$ cat src/rtl/onboard_debug_ctrl.sv
// rtl/onboard_debug_ctrl.sv - board debug read controller: keys/switches to debug reads, HEX latch
//
// Purpose: turns debounced push-button presses and switch settings into read
// requests on the cores' debug port and latches each response for HEX5..HEX0.
//
// Ports:
//   clk, rst       system clock, asynchronous active-high reset
//   sw_i           read address from switches (asynchronous, synchronized here)
//   key_n_i[2:0]   KEY0=read @SW, KEY1=next core, KEY2=read @last+1 (active-low, async)
//   req_valid_o    read request valid; req_core_o/req_addr_o held until req_ready_i
//   req_ready_i    fabric accepts request
//   rsp_valid_i    one-cycle read data valid, rsp_data_i read data
//   hex_data_o     value shown on HEX5..HEX0 (nibble 0 -> HEX0)
//   core_sel_o     currently selected core
//   busy_o         controller is not idle
//   err_o          sticky: last read timed out
module onboard_debug_ctrl #(
  parameter int NUM_CORES    = 4,
  parameter int ADDR_W       = 10,
  parameter int DATA_W       = 24,
  parameter int DEBOUNCE_CYC = 16,
  parameter int TIMEOUT_CYC  = 255
) (
  input  logic                         clk,
  input  logic                         rst,
  input  logic [ADDR_W-1:0]            sw_i,
  input  logic [2:0]                   key_n_i,
  output logic                         req_valid_o,
  input  logic                         req_ready_i,
  output logic [$clog2(NUM_CORES)-1:0] req_core_o,
  output logic [ADDR_W-1:0]            req_addr_o,
  input  logic                         rsp_valid_i,
  input  logic [DATA_W-1:0]            rsp_data_i,
  output logic [DATA_W-1:0]            hex_data_o,
  output logic [$clog2(NUM_CORES)-1:0] core_sel_o,
  output logic                         busy_o,
  output logic                         err_o
);

  localparam int CORE_W = $clog2(NUM_CORES);
  localparam int DB_W   = $clog2(DEBOUNCE_CYC + 1);
  localparam int TO_W   = $clog2(TIMEOUT_CYC + 1);
  localparam logic [DATA_W-1:0] HEX_ERR = {(DATA_W / 4){4'hE}};

  typedef enum logic [1:0] {S_IDLE, S_REQ, S_WAIT} state_t;

  state_t              state, state_n;
  logic [2:0]          key_s1, key_s2;
  logic [ADDR_W-1:0]   sw_s1, sw_s2;
  logic [DB_W-1:0]     db_cnt [3];
  logic [2:0]          press;
  logic [ADDR_W-1:0]   addr_q, addr_n;
  logic [CORE_W-1:0]   core_sel_q, core_sel_n;
  logic [CORE_W-1:0]   req_core_q, req_core_n;
  logic [DATA_W-1:0]   hex_q, hex_n;
  logic                err_q, err_n;
  logic [TO_W-1:0]     tcnt_q, tcnt_n;

  // Two-flop synchronizers; keys reset to the released (high) level.
  always_ff @(posedge clk or posedge rst) begin
    if (rst) begin
      key_s1 <= 3'b111;
      key_s2 <= 3'b111;
      sw_s1  <= '0;
      sw_s2  <= '0;
    end else begin
      key_s1 <= key_n_i;
      key_s2 <= key_s1;
      sw_s1  <= sw_i;
      sw_s2  <= sw_s1;
    end
  end

  // Debounce: the counter saturates at DEBOUNCE_CYC so the pulse fires once
  // per press and only re-arms after the key has been seen high.
  always_ff @(posedge clk or posedge rst) begin
    if (rst) begin
      for (int i = 0; i < 3; i++) db_cnt[i] <= '0;
      press <= '0;
    end else begin
      for (int i = 0; i < 3; i++) begin
        press[i] <= 1'b0;
        if (key_s2[i]) begin
          db_cnt[i] <= '0;
        end else if (db_cnt[i] != DB_W'(DEBOUNCE_CYC)) begin
          db_cnt[i] <= db_cnt[i] + 1'b1;
          press[i]  <= (db_cnt[i] == DB_W'(DEBOUNCE_CYC - 1));
        end
      end
    end
  end

  always_ff @(posedge clk or posedge rst) begin
    if (rst) begin
      state      <= S_IDLE;
      addr_q     <= '0;
      core_sel_q <= '0;
      req_core_q <= '0;
      hex_q      <= '0;
      err_q      <= 1'b0;
      tcnt_q     <= '0;
    end else begin
      state      <= state_n;
      addr_q     <= addr_n;
      core_sel_q <= core_sel_n;
      req_core_q <= req_core_n;
      hex_q      <= hex_n;
      err_q      <= err_n;
      tcnt_q     <= tcnt_n;
    end
  end

  // addr_q doubles as last_addr: it only changes when a new request is issued.
  always_comb begin
    state_n     = state;
    addr_n      = addr_q;
    core_sel_n  = core_sel_q;
    req_core_n  = req_core_q;
    hex_n       = hex_q;
    err_n       = err_q;
    tcnt_n      = tcnt_q;
    req_valid_o = 1'b0;
    busy_o      = 1'b1;
    unique case (state)
      S_IDLE: begin
        busy_o = 1'b0;
        if (press[0]) begin
          addr_n     = sw_s2;
          req_core_n = core_sel_q;
          err_n      = 1'b0;
          state_n    = S_REQ;
        end else if (press[2]) begin
          addr_n     = addr_q + 1'b1;
          req_core_n = core_sel_q;
          err_n      = 1'b0;
          state_n    = S_REQ;
        end else if (press[1]) begin
          core_sel_n = (core_sel_q == CORE_W'(NUM_CORES - 1)) ? '0 : core_sel_q + 1'b1;
        end
      end
      S_REQ: begin
        req_valid_o = 1'b1;
        if (req_ready_i) begin
          tcnt_n  = '0;
          state_n = S_WAIT;
        end
      end
      S_WAIT: begin
        // A response arriving in the timeout cycle takes precedence.
        if (rsp_valid_i) begin
          hex_n   = rsp_data_i;
          state_n = S_IDLE;
        end else if (tcnt_q == TO_W'(TIMEOUT_CYC - 1)) begin
          hex_n   = HEX_ERR;
          err_n   = 1'b1;
          state_n = S_IDLE;
        end else begin
          tcnt_n = tcnt_q + 1'b1;
        end
      end
      default: state_n = S_IDLE;
    endcase
  end

  assign req_core_o = req_core_q;
  assign req_addr_o = addr_q;
  assign hex_data_o = hex_q;
  assign core_sel_o = core_sel_q;
  assign err_o      = err_q;

endmodule

$ cat config.mk
export PLATFORM = sky130hd
export DESIGN_NAME = onboard_debug_ctrl
export DESIGN_NICKNAME = d
export VERILOG_FILES = /design/src/rtl/onboard_debug_ctrl.sv
export SDC_FILE = /design/constraint.sdc
export NUM_CORES = 1
export LEC_CHECK = 0
export CORE_MARGIN = 2
export CORE_UTILIZATION = 40
export CTS_BUF_LIST = sky130_fd_sc_hd__clkbuf_4
export CTS_CLUSTER_DIAMETER = 100
export DETAILED_ROUTE_END_ITERATION = 8
export HOLD_SLACK_MARGIN = 0.06
export PLACE_DENSITY = 0.76
export SYNTH_ARGS = -nofsm -noshare
export SYNTH_HDL_FRONTEND = slang
export SYNTH_SLANG_ARGS = --single-unit
$ cat constraint.sdc
create_clock -name clk -period 5.5 [get_ports clk]
set_input_delay 0.825 -clock clk [delete_from_list [all_inputs] [get_ports clk]]
set_output_delay 0.825 -clock clk [all_outputs]
set_load 0.01 [all_outputs]
==> metrics.md, run 1 <==
| Metric | Value |
|---|---|
| Post-CTS Resized | `0` |
| Switch share | `0.249` |
| TritonRoute pass-1 iters | `4` |
| GP Congestion | `0.841` |
| Cell-internal power | `0.968 mW` |
| Critical path type | `reg -> out` |
| Clk sinks | `93` |
| Clk_skew | `20.8 ps` |
| Initial antenna violation count | `0` |
| Synth Flop Type | `dfrtp_1` |
| Yosys warning count | `0` |
| Synth Area in XOR/XNOR | `0.0209` |
| Die Width | `101 µm` |
| Worst slew margin | `0.223` |
| Synth Register Bits | `93` |
| Final min period | `2550 ps` |
| Compound-gate portion of the synthesized area | `0.144` |
| Initial DRC count | `77` |
| FMAX | `393 MHz` |
| Adder and majority gate portion of the synthesized area | `0.0431` |
| CTS Buf Count | `9` |
| Row count | `35` |
| Vias in the first global route | `2637` |
| CTS root buf | `clkbuf_4` |
| Worst-Skew Late Latency | `440 ps` |
| Cell area after layout | `4820 µm²` |
| Non-Filler Instances | `513` |
| Gr usage total | `0.157` |
| Final net count | `451` |
| Grt ovf | `0` |
| Synthesized instance count | `313` |
| WP data required | `4680 ps` |
| Post-synthesis cell area | `3780 µm²` |
| Status | `finished, final reports clean` |
| Final setup TNS | `0 ps` |
| CTS tree | `built` |
| Vias | `2683` |
| Routed WL | `7520 µm` |
| Synth Area in Simple Gates | `0.118` |
| Post-CTS Setup Bufs | `0` |
| DP HPWL | `5400 µm` |
| Clock group share of total power | `0.288` |
| Final-report hold violation count | `0` |
| Slew @ Worst Pin | `1160 ps` |
| Crit path max fanout | `6` |
| Initial Utilization | `0.411` |
| Comb pwr share | `0.121` |
| Avg Inst Size Synth | `12.1 µm²` |
| Post-synth EDFFs | `0` |
| Most common cell in the netlist | `dfrtp_1` |
| DP Cell Count | `497` |
| First-pass GRT wire length | `12700 µm` |
| Post-synth top area share | `0.576` |
| ANT cells | `0` |
| Layout area overhead | `27.5%` |
| Htree depth | `3` |
| Max clock buf depth | `2` |
| Tcrit/Tclk final | `0.463` |
| Final setup vio count | `0` |
| DRC | `0` |
| HP Class | `reg -> reg` |
| P_sw | `0.322 mW` |
| Finished Core Util | `0.524` |
| Mux cell area share after synthesis | `0.0192` |
| Core Area | `9200 µm²` |
| CTS Hold Bufs | `0` |
| Port-buffer cells | `81` |
| Register area share after synthesis | `0.618` |
| Critical Path Sink Type | `output pin` |
| Fraction of layout cells with a size suffix above 1 | `0.0771` |
| Startpoint Class | `register` |
| Pwr dens | `268 nW/µm²` |
| Max-cap viol count | `0` |
| Dominant cell type by area after synthesis | `dfrtp_1` |
| Netlist cell types | `48` |
| Syn_nets | `367` |
| Vias per cell | `5.23` |
| Die H | `101 µm` |
| DIE AREA | `10200 µm²` |
| Max VDD drop | `0.000125 V` |
| P_leak | `2.08 nW` |
| Most frequent cells after synthesis | `dfrtp_1, a21oi_1, inv_1` |
| Synth async-reset ratio | `1.00` |
| Final Slew Violations | `0` |
| Synth top area cells | `dfrtp_1, ha_1, dfstp_2, o22a_1, a21oi_1` |
| Sequential share of power | `0.591` |
| Fillers | `802` |
| Unrepaired setup endpoints after global routing | `no` |
| I/O pin count | `82` |
| Largest net degree at the start of global routing | `56` |
| Largest family of logic cells by synthesized area | `compound AO/OA/AOI/OAI gates` |
| Reg clk slew, reported paths | `150 ps` |
| Worst Path Arrival | `1720 ps` |
| Post-detailed-route wirelength per cell | `14.7 µm` |
| DRT antenna net count | `0` |
| Placed Area | `4670 µm²` |
[worst max-delay path, stage by stage, from the launching register on]
cell and delay, ps:
dfrtp_1 460, nor2_1 290, inv_1 70, clkdlybuf4s50_1 480
[layout make-up]
| cell class | instances | area [µm²] | share of cell area |
|---|---|---|---|
| sequential | 93 | 2330 | 0.485 |
| multi-input combinational | 190 | 1300 | 0.270 |
| timing repair buffer | 82 | 818 | 0.170 |
| tap | 111 | 139 | 0.0288 |
| inverter | 21 | 80.1 | 0.0166 |
| clock inverter | 7 | 73.8 | 0.0153 |
| clock buffer | 9 | 67.6 | 0.0140 |
[cell families (layout without fill, tap and decap cells)]
logic type,count (synthesis),count (layout)
AOI/OAI and AO/OA,80,80
xor gates and xnor gates,9,9
adders and majority gates,13,13
buffers and inverters,30,119
DFF,93,93
muxes,7,7
and+or+nand+nor,81,81
[cells in the final DEF (no fill, tap or decap), drive strengths merged, types with 2 or more instances in the layout]
cell           Yosys  layout
dfrtp             87      87
clkdlybuf4s50      0      81
a21oi             21      21
inv               20      21
o22a              18      18
nor2              18      18
o21ai             18      18
nand2             16      16
nand3             14      14
ha                13      13
clkbuf             4       9
nor3               7       7
a22o               6       6
xnor2              6       6
dfstp              6       6
clkinv             1       6
and3               5       5
mux2i              5       5
nor3b              4       4
nand4              3       3
nor4b              3       3
xor2               3       3
a41oi              3       3
a31oi              3       3
and4               3       3
nor2b              2       2
or4                2       2
mux2               2       2
o311ai             2       2
a41o               2       2
[sequential cells by signal (all words and copies together), names as in the netlist]
name        flops
tcnt_q          8
key_s2          3
req_addr_o     10
db_cnt         15
sw_s1          10
key_s1          3
req_core_o      2
press           3
err_o           1
state           2
core_sel_o      2
hex_data_o     24
sw_s2          10
[power by group through the flow]
stage / Clock (mW) / Sequential (mW) / Combinational (mW)
3_5_place_dp: 0 / 0.776 / 0.158
5_1_grt: 0.418 / 0.770 / 0.171
2_1_floorplan: 0 / 0.782 / 0.0489
3_3_place_gp: 0 / 0.774 / 0.155
6_report: 0.372 / 0.763 / 0.155
4_1_cts: 0.386 / 0.763 / 0.159
[stage by stage]
step           power (mW)  hold WS, ps  worst slack, ps
6_report             1.29          343             2950
5_1_grt              1.36          350             2840
4_1_cts              1.31          343             2940
3_5_place_dp        0.934          335             2930
3_3_place_gp        0.928          334             2960
2_1_floorplan       0.831          331             2260
[routing by layer]
metal	up-vias	wire length [µm]	global-route usage
met5	-	0	0
met4	0	85	0.0561
met3	9	283	0.0317
li1	1294	-	-
met1	1321	3510	0.224
met2	59	3640	0.240
[path summary, 6_finish.rpt]
path	start	end	slack, ps	depth (start not counted)
setup / recovery	state[0]$_DFFE_PP0P_	busy_o	2950	3
hold / removal	sw_s1[8]$_DFF_PP0_	sw_s2[8]$_DFF_PP0_	340	0
setup reg to reg	press[0]$_DFF_PP0_	req_addr_o[0]$_DFFE_PP0P_	3180	4
hold reg to reg	sw_s1[8]$_DFF_PP0_	sw_s2[8]$_DFF_PP0_	340	0
max in group asynchronous	rst	sw_s2[0]$_DFF_PP0_	3620	3
min in group asynchronous	rst	hex_data_o[11]$_DFFE_PP0P_	870	2
Power figures use the tool's default switching activity.
==> run 2, diff against run 1 <==
--- a/config.mk
+++ b/config.mk
@@ -11,7 +11,7 @@
 export CTS_CLUSTER_DIAMETER = 100
 export DETAILED_ROUTE_END_ITERATION = 8
 export HOLD_SLACK_MARGIN = 0.06
-export PLACE_DENSITY = 0.76
+export PLACE_DENSITY = 0.79
 export SYNTH_ARGS = -nofsm -noshare
 export SYNTH_HDL_FRONTEND = slang
 export SYNTH_SLANG_ARGS = --single-unit
==> constraint.sdc (replaced) <==
create_clock -name clk -period 2.3 [get_ports clk]
set_input_delay 0.345 -clock clk [delete_from_list [all_inputs] [get_ports clk]]
set_output_delay 0.345 -clock clk [all_outputs]
set_load 0.01 [all_outputs]
==> metrics.md, run 2 (synthesis gave the netlist of run 1 again) <==
| Metric | Value |
|---|---|
| Reg2reg end | `hex_data_o[14]$_DFFE_PP0P_ (was req_addr_o[0]$_DFFE_PP0P_)` |
| Die Width | `101 µm (unchanged)` |
| Critical Path Sink Type | `output pin (unchanged)` |
| Core Area | `9200 µm² (unchanged)` |
| Most frequent cells in the layout | `dfrtp_1, clkdlybuf4s50_1, a21oi_1, inv_1 (unchanged)` |
| P_leak | `2.10 nW (was 2.08 nW)` |
| Worst R2R Start | `state[1]$_DFFE_PP0P_ (was press[0]$_DFF_PP0_)` |
| Initial Utilization | `0.411 (unchanged)` |
| DIE AREA | `10200 µm² (unchanged)` |
| ANT cells | `0 (unchanged)` |
| Comb pwr share | `0.124 (was 0.121)` |
| Final Slew Violations | `0 (unchanged)` |
| Post-detailed-route wirelength per cell | `15.1 µm (was 14.7 µm)` |
| WP data required | `1960 ps (was 4680 ps)` |
| Max reg flops | `24 (unchanged)` |
| Grt met2 use | `0.256 (was 0.240)` |
| Gr usage total | `0.165 (was 0.157)` |
| R2R Setup Slk | `480 ps (was 3180 ps)` |
| Port-buffer cells | `81 (unchanged)` |
| Worst slew margin | `0.580 (was 0.223)` |
| P_sw | `0.770 mW (was 0.322 mW)` |
| Critical Path, Cell by Cell | `nor2b_1, clkdlybuf4s50_1 (was nor2_1, inv_1, clkdlybuf4s50_1)` |
| Final min period | `2070 ps` |
| CTS root buf | `clkbuf_4 (unchanged)` |
| Initial DRC count | `86 (was 77)` |
| Tcrit/Tclk final | `0.901` |
| Worst setup margin | `227 ps (was 2950 ps)` |
| Unrepaired setup endpoints after global routing | `no (unchanged)` |
| Final-report hold violation count | `0 (unchanged)` |
| HP Class | `in -> async (was reg -> reg)` |
| Fillers | `788 (was 802)` |
| Worst r2r path cells | `3 (was 4)` |
| Clk sinks | `93 (unchanged)` |
| GRT met1 Usage | `0.224 (about the same)` |
| Initial antenna violation count | `0 (unchanged)` |
| Vias | `2736 (was 2683)` |
| GP Congestion | `0.833 (was 0.841)` |
| DP Cell Count | `502 (was 497)` |
| Delay-heaviest family, CP | `buffers and inverters (unchanged)` |
| Final setup vio count | `0 (unchanged)` |
| Crit path max fanout | `6 (unchanged)` |
| DP HPWL | `5580 µm (was 5400 µm)` |
| Vias in the first global route | `2746 (was 2637)` |
| Commonest non-fill, non-tap cell in the layout | `dfrtp_1 (unchanged)` |
| Slowest Stage Delay on Critical Path | `580 ps (was 480 ps)` |
| Vias per cell | `5.28 (was 5.23)` |
| First-pass GRT wire length | `13200 µm (was 12700 µm)` |
| Reg clk slew, reported paths | `150 ps (about the same)` |
| Grt ovf | `0 (unchanged)` |
| CTS Hold Bufs | `0 (unchanged)` |
| Layout area overhead | `29.1% (was 27.5%)` |
| Critical path type | `reg -> out (unchanged)` |
| Routed WL | `7850 µm (was 7520 µm)` |
| Register Area | `2330 µm² (unchanged)` |
| Cell-internal power | `2.33 mW (was 0.968 mW)` |
| Pwr dens | `635 nW/µm² (was 268 nW/µm²)` |
| Worst-Skew Late Latency | `420 ps (was 440 ps)` |
| Non-Filler Instances | `518 (was 513)` |
| Largest net degree at the start of global routing | `45 (was 56)` |
| Htree depth | `3 (unchanged)` |
| FMAX | `482 MHz` |
| Post-CTS Resized | `0 (unchanged)` |
| Max VDD drop | `0.000316 V (was 0.000125 V)` |
| Clock group share of total power | `0.287 (was 0.288)` |
| CTS Buf Count | `9 (unchanged)` |
| Slew @ Worst Pin | `629 ps (was 1160 ps)` |
| DP Worst Slack | `282 ps (was 2930 ps)` |
| Footprint of the multi-input gates | `1300 µm² (unchanged)` |
| Met3 Use GR | `0.0449 (was 0.0317)` |
| Die H | `101 µm (unchanged)` |
| Sequential share of power | `0.589 (was 0.591)` |
| Cell area after layout | `4880 µm² (was 4820 µm²)` |
| Final net count | `456 (was 451)` |
| DRT antenna net count | `0 (unchanged)` |
| Finished Core Util | `0.530 (was 0.524)` |
| Max clock buf depth | `2 (unchanged)` |
| CP max stage cell | `clkdlybuf4s50_1 (unchanged)` |
| CTS tree | `built (unchanged)` |
| DRC | `0 (unchanged)` |
| WP buf/inv | `1 (was 2)` |
| TritonRoute pass-1 iters | `4 (unchanged)` |
| Clk_skew | `10.6 ps (was 20.8 ps)` |
| Gr busiest metal | `met2 (unchanged)` |
| Placed Area | `4740 µm² (was 4670 µm²)` |
| Switch share | `0.249 (about the same)` |
| Worst Path Arrival | `1730 ps (was 1720 ps)` |
| Fraction of layout cells with a size suffix above 1 | `0.0885 (was 0.0771)` |
| Max-cap viol count | `0 (unchanged)` |
| Row count | `35 (unchanged)` |
| Status | `finished, final reports clean (unchanged)` |
| Final setup TNS | `0 ps (unchanged)` |
| Startpoint Class | `register (unchanged)` |
| I/O pin count | `82 (unchanged)` |
| Post-CTS Setup Bufs | `0 (unchanged)` |
==> run 2: cell types whose count changed in the layout (fill, tap and decap cells not counted), sizes merged <==
cell and delta:
clkinv -3, buf +5, clkinvlp +3, clkbuf +1
inv -1
==> run 2: layout make-up <==
class | count | area share
inverters | 21 | 0.0169
well taps | 111 | 0.0285
clock inverters | 6 | 0.0128
repair buffers | 87 | 0.181
flip-flops and latches | 93 | 0.479
clock buffers | 10 | 0.0154
multi-input cells | 190 | 0.267
==> run 2: worst reg2reg max path, stage by stage (launching register included) <==
cell and delay, ps:
dfrtp_1 470, nor2b_1 400, nand2_1 480, o22a_1 370
==> run 2: layer usage <==
metal | up-vias | wire length [µm]
li1 | 1311 | -
met1 | 1357 | 3480
met2 | 59 | 3910
met3 | 9 | 329
met4 | 0 | 121
met5 | - | 0
==> run 2: stage by stage <==
stage	power, mW	hold WS, ps
floorplan	1.99	331
global placement	2.23	335
detailed placement	2.25	338
CTS	3.14	219
global route	3.23	221
finish	3.10	235
==> run 2: power by group through the flow <==
stage          logic [mW]  clock network, mW  registers [mW]
6_report            0.385              0.888            1.82
5_1_grt             0.421              0.970            1.84
4_1_cts             0.394              0.927            1.82
3_5_place_dp        0.393                  0            1.85
3_3_place_gp        0.378                  0            1.85
2_1_floorplan       0.117                  0            1.87
==> run 2: how the worst max path moves through the flow <==
stage	from	to	slack, ps	cells after the start
after floorplan	tcnt_q[2]$_DFFE_PP0P_	hex_data_o[13]$_DFFE_PP0P_	670	7
after global placement	rsp_valid_i	tcnt_q[1]$_DFFE_PP0P_	320	5
after detailed placement	rsp_valid_i	tcnt_q[1]$_DFFE_PP0P_	280	5
after CTS	state[0]$_DFFE_PP0P_	busy_o	210	3
after global routing	state[0]$_DFFE_PP0P_	busy_o	80	3
final	state[0]$_DFFE_PP0P_	req_valid_o	230	2
==> run 3, diff against run 2 <==
--- a/config.mk
+++ b/config.mk
@@ -5,13 +5,14 @@
 export SDC_FILE = /design/constraint.sdc
 export NUM_CORES = 1
 export LEC_CHECK = 0
+export ABC_AREA = 1
 export CORE_MARGIN = 2
 export CORE_UTILIZATION = 40
 export CTS_BUF_LIST = sky130_fd_sc_hd__clkbuf_4
 export CTS_CLUSTER_DIAMETER = 100
 export DETAILED_ROUTE_END_ITERATION = 8
 export HOLD_SLACK_MARGIN = 0.06
-export PLACE_DENSITY = 0.79
+export PLACE_DENSITY = 0.78
 export SYNTH_ARGS = -nofsm -noshare
 export SYNTH_HDL_FRONTEND = slang
 export SYNTH_SLANG_ARGS = --single-unit
==> metrics.md, run 3 <==
| Metric | Value |
|---|---|
| Status | `finished, final reports clean (unchanged)` |
| Post-CTS Resized | `0 (unchanged)` |
| Row count | `36 (was 35)` |
| Met3 Use GR | `0.0532 (was 0.0449)` |
| Fraction of layout cells with a size suffix above 1 | `0.116 (was 0.0885)` |
| Grt ovf | `0 (unchanged)` |
| Clk sinks | `93 (unchanged)` |
| Most frequent cells in the layout | `nand2_1, dfrtp_1, clkdlybuf4s50_1, inv_1, nor2_1 (was dfrtp_1, clkdlybuf4s50_1, a21oi_1, inv_1)` |
| Final setup TNS | `0 ps (unchanged)` |
| First-pass GRT wire length | `14400 µm (was 13200 µm)` |
| TritonRoute pass-1 iters | `4 (unchanged)` |
| Dominant cell type by area after synthesis | `dfrtp_1 (unchanged)` |
| Avg Inst Size Synth | `9.13 µm² (was 12.1 µm²)` |
| Clk_skew | `27.3 ps (was 10.6 ps)` |
| Critical Path, Cell by Cell | `nor2_1, inv_1, clkdlybuf4s50_1 (was nor2b_1, clkdlybuf4s50_1)` |
| CP max stage cell | `clkdlybuf4s50_1 (unchanged)` |
| Max reg flops | `24 (unchanged)` |
| Tot Pwr | `3.99 mW (was 3.10 mW)` |
| Finished Core Util | `0.526 (was 0.530)` |
| Slowest Stage Delay on Critical Path | `480 ps (was 580 ps)` |
| Core Area | `9860 µm² (was 9200 µm²)` |
| Gr busiest metal | `met2 (unchanged)` |
| Netlist cell types | `32 (was 48)` |
| Switch share | `0.284 (was 0.249)` |
| DRT antenna net count | `0 (unchanged)` |
| Worst setup margin | `316 ps (was 227 ps)` |
| DP HPWL | `6060 µm (was 5580 µm)` |
| Most common cell in the netlist | `nand2_1 (was dfrtp_1)` |
| Post-detailed-route wirelength per cell | `12.2 µm (was 15.1 µm)` |
| WP data required | `1960 ps (about the same)` |
| Largest net degree at the start of global routing | `59 (was 45)` |
| Commonest non-fill, non-tap cell in the layout | `nand2_1 (was dfrtp_1)` |
| Tcrit/Tclk final | `0.863 (was 0.901)` |
| Routed WL | `8250 µm (was 7850 µm)` |
| Register Area | `2330 µm² (unchanged)` |
| Cell-internal power | `2.86 mW (was 2.33 mW)` |
| Yosys warning count | `0 (unchanged)` |
| Worst Path Arrival | `1640 ps (was 1730 ps)` |
| Crit path max fanout | `3 (was 6)` |
| Htree depth | `3 (unchanged)` |
| Grt met2 use | `0.263 (was 0.256)` |
| Initial Utilization | `0.416 (was 0.411)` |
| Cell area after layout | `5190 µm² (was 4880 µm²)` |
| Max VDD drop | `0.000480 V (was 0.000316 V)` |
| Die H | `105 µm (was 101 µm)` |
| Vias | `3145 (was 2736)` |
| FMAX | `504 MHz (was 482 MHz)` |
| Post-CTS Setup Bufs | `0 (unchanged)` |
| Comb pwr share | `0.267 (was 0.124)` |
| Pwr dens | `769 nW/µm² (was 635 nW/µm²)` |
| Critical Path Sink Type | `output pin (unchanged)` |
| Placed Area | `5050 µm² (was 4740 µm²)` |
| Synth top area cells | `dfrtp_1, nand2_1, inv_1, nor2_1, ha_1 (was dfrtp_1, ha_1, dfstp_2, o22a_1, a21oi_1)` |
| Synth Register Bits | `93 (unchanged)` |
| Worst-Skew Late Latency | `410 ps (was 420 ps)` |
| Vias in the first global route | `3139 (was 2746)` |
| Layout area overhead | `26.6% (was 29.1%)` |
| Synthesized instance count | `449 (was 313)` |
| Register area share after synthesis | `0.569 (was 0.618)` |
| DRC | `0 (unchanged)` |
| I/O pin count | `82 (unchanged)` |
| DIE AREA | `11100 µm² (was 10200 µm²)` |
| DP Cell Count | `658 (was 502)` |
| Final-report hold violation count | `0 (unchanged)` |
| Startpoint Class | `register (unchanged)` |
| P_sw | `1.13 mW (was 0.770 mW)` |
| CTS tree | `built (unchanged)` |
| Footprint of the multi-input gates | `1450 µm² (was 1300 µm²)` |
| Critical path type | `reg -> out (unchanged)` |
| Final Slew Violations | `0 (unchanged)` |
| Fillers | `894 (was 788)` |
| Synth Flop Type | `dfrtp_1 (unchanged)` |
| Final net count | `590 (was 456)` |
| Non-Filler Instances | `674 (was 518)` |
| Unrepaired setup endpoints after global routing | `no (unchanged)` |
| Vias per cell | `4.67 (was 5.28)` |
| GP Congestion | `0.877 (was 0.833)` |
| Gr usage total | `0.161 (was 0.165)` |
| Initial antenna violation count | `0 (unchanged)` |
| CTS Buf Count | `9 (unchanged)` |
| Most frequent cells after synthesis | `nand2_1, dfrtp_1, inv_1 (was dfrtp_1, a21oi_1, inv_1)` |
| Hold_ws | `256 ps (was 235 ps)` |
| ANT cells | `0 (unchanged)` |
| CTS root buf | `clkbuf_4 (unchanged)` |
| Max clock buf depth | `2 (unchanged)` |
| Post-synth top area share | `0.531 (was 0.576)` |
| Slew @ Worst Pin | `531 ps (was 629 ps)` |
| DP Worst Slack | `554 ps (was 282 ps)` |
| CTS Hold Bufs | `0 (unchanged)` |
| Max-cap viol count | `0 (unchanged)` |
| Post-synthesis cell area | `4100 µm² (was 3780 µm²)` |
| Synth async-reset ratio | `1.00 (unchanged)` |
| Sequential share of power | `0.514 (was 0.589)` |
| Final min period | `1980 ps (was 2070 ps)` |
| Syn_nets | `503 (was 367)` |
| Worst slew margin | `0.645 (was 0.580)` |
| Post-synth EDFFs | `0 (unchanged)` |
| GRT met1 Usage | `0.209 (was 0.224)` |
| Reg clk slew, reported paths | `140 ps (was 150 ps)` |
| Final setup vio count | `0 (unchanged)` |
| Clock group share of total power | `0.219 (was 0.287)` |
| HP Class | `in -> async (unchanged)` |
| Die Width | `105 µm (was 101 µm)` |
| Port-buffer cells | `81 (unchanged)` |
| P_leak | `2.45 nW (was 2.10 nW)` |
| Initial DRC count | `142 (was 86)` |
==> run 3: cell types whose count changed in the layout (fill, tap and decap cells not counted), sizes merged, moves of 4 or more <==
cell   change
nand2     +97
inv       +46
nor2      +41
o22a      -18
nand3     +10
o21ai      +9
nor3       -7
a22o       -6
a21oi      +5
mux2i      -5
xnor2      -5
and3       -4
==> run 3: cell families (layout without fill, tap and decap cells) <==
family	Yosys count	in the layout	synth area share
simple gates	208	208	0.224
xor+xnor	3	3	0.00641
compound gates	57	57	0.0836
fa+ha+maj	13	13	0.0397
buf+inv	75	167	0.0772
flops	93	93	0.569
==> run 3: final timing paths <==
| check | slack (ps) | cells past startpoint | from | to |
|---|---|---|---|---|
| setup / recovery | 320 | 3 | state[0]$_DFFE_PP0P_ | busy_o |
| hold / removal | 260 | 2 | rst | hex_data_o[16]$_DFFE_PP0P_ |
| setup reg to reg | 560 | 8 | press[0]$_DFF_PP0_ | req_addr_o[4]$_DFFE_PP0P_ |
| hold reg to reg | 330 | 0 | sw_s1[3]$_DFF_PP0_ | sw_s2[3]$_DFF_PP0_ |
| max in group asynchronous | 1410 | 3 | rst | key_s1[0]$_DFF_PP1_ |
| min in group clk | 330 | 0 | sw_s1[3]$_DFF_PP0_ | sw_s2[3]$_DFF_PP0_ |
==> run 3: worst max-delay path: cells and delay by family, from the launching register on <==
| kind | cells | cell delay [ps] |
|---|---|---|
| buffers and inverters | 2 | 570 |
| DFF | 1 | 450 |
| and+or+nand+nor | 1 | 220 |
==> run 3: power by group through the flow <==
stage	registers (mW)	logic [mW]	clock network (mW)
3_5_place_dp	2.08	1.08	0
3_3_place_gp	2.08	1.05	0
4_1_cts	2.06	1.08	0.916
2_1_floorplan	2.16	0.385	0
6_report	2.05	1.07	0.874
5_1_grt	2.09	1.17	0.996
==> run 3: layout make-up <==
cell class	instances	area share
tap	133	0.0321
clock buffer	12	0.0174
sequential	93	0.450
clock inverter	4	0.00964
timing repair buffer	84	0.163
multi-input combinational	281	0.279
inverter	67	0.0492
==> run 3: layer usage <==
layer,vias to the layer above,wire (µm)
li1,1573,-
met4,0,82
met1,1489,3710
met2,77,4100
met5,-,0
met3,6,364
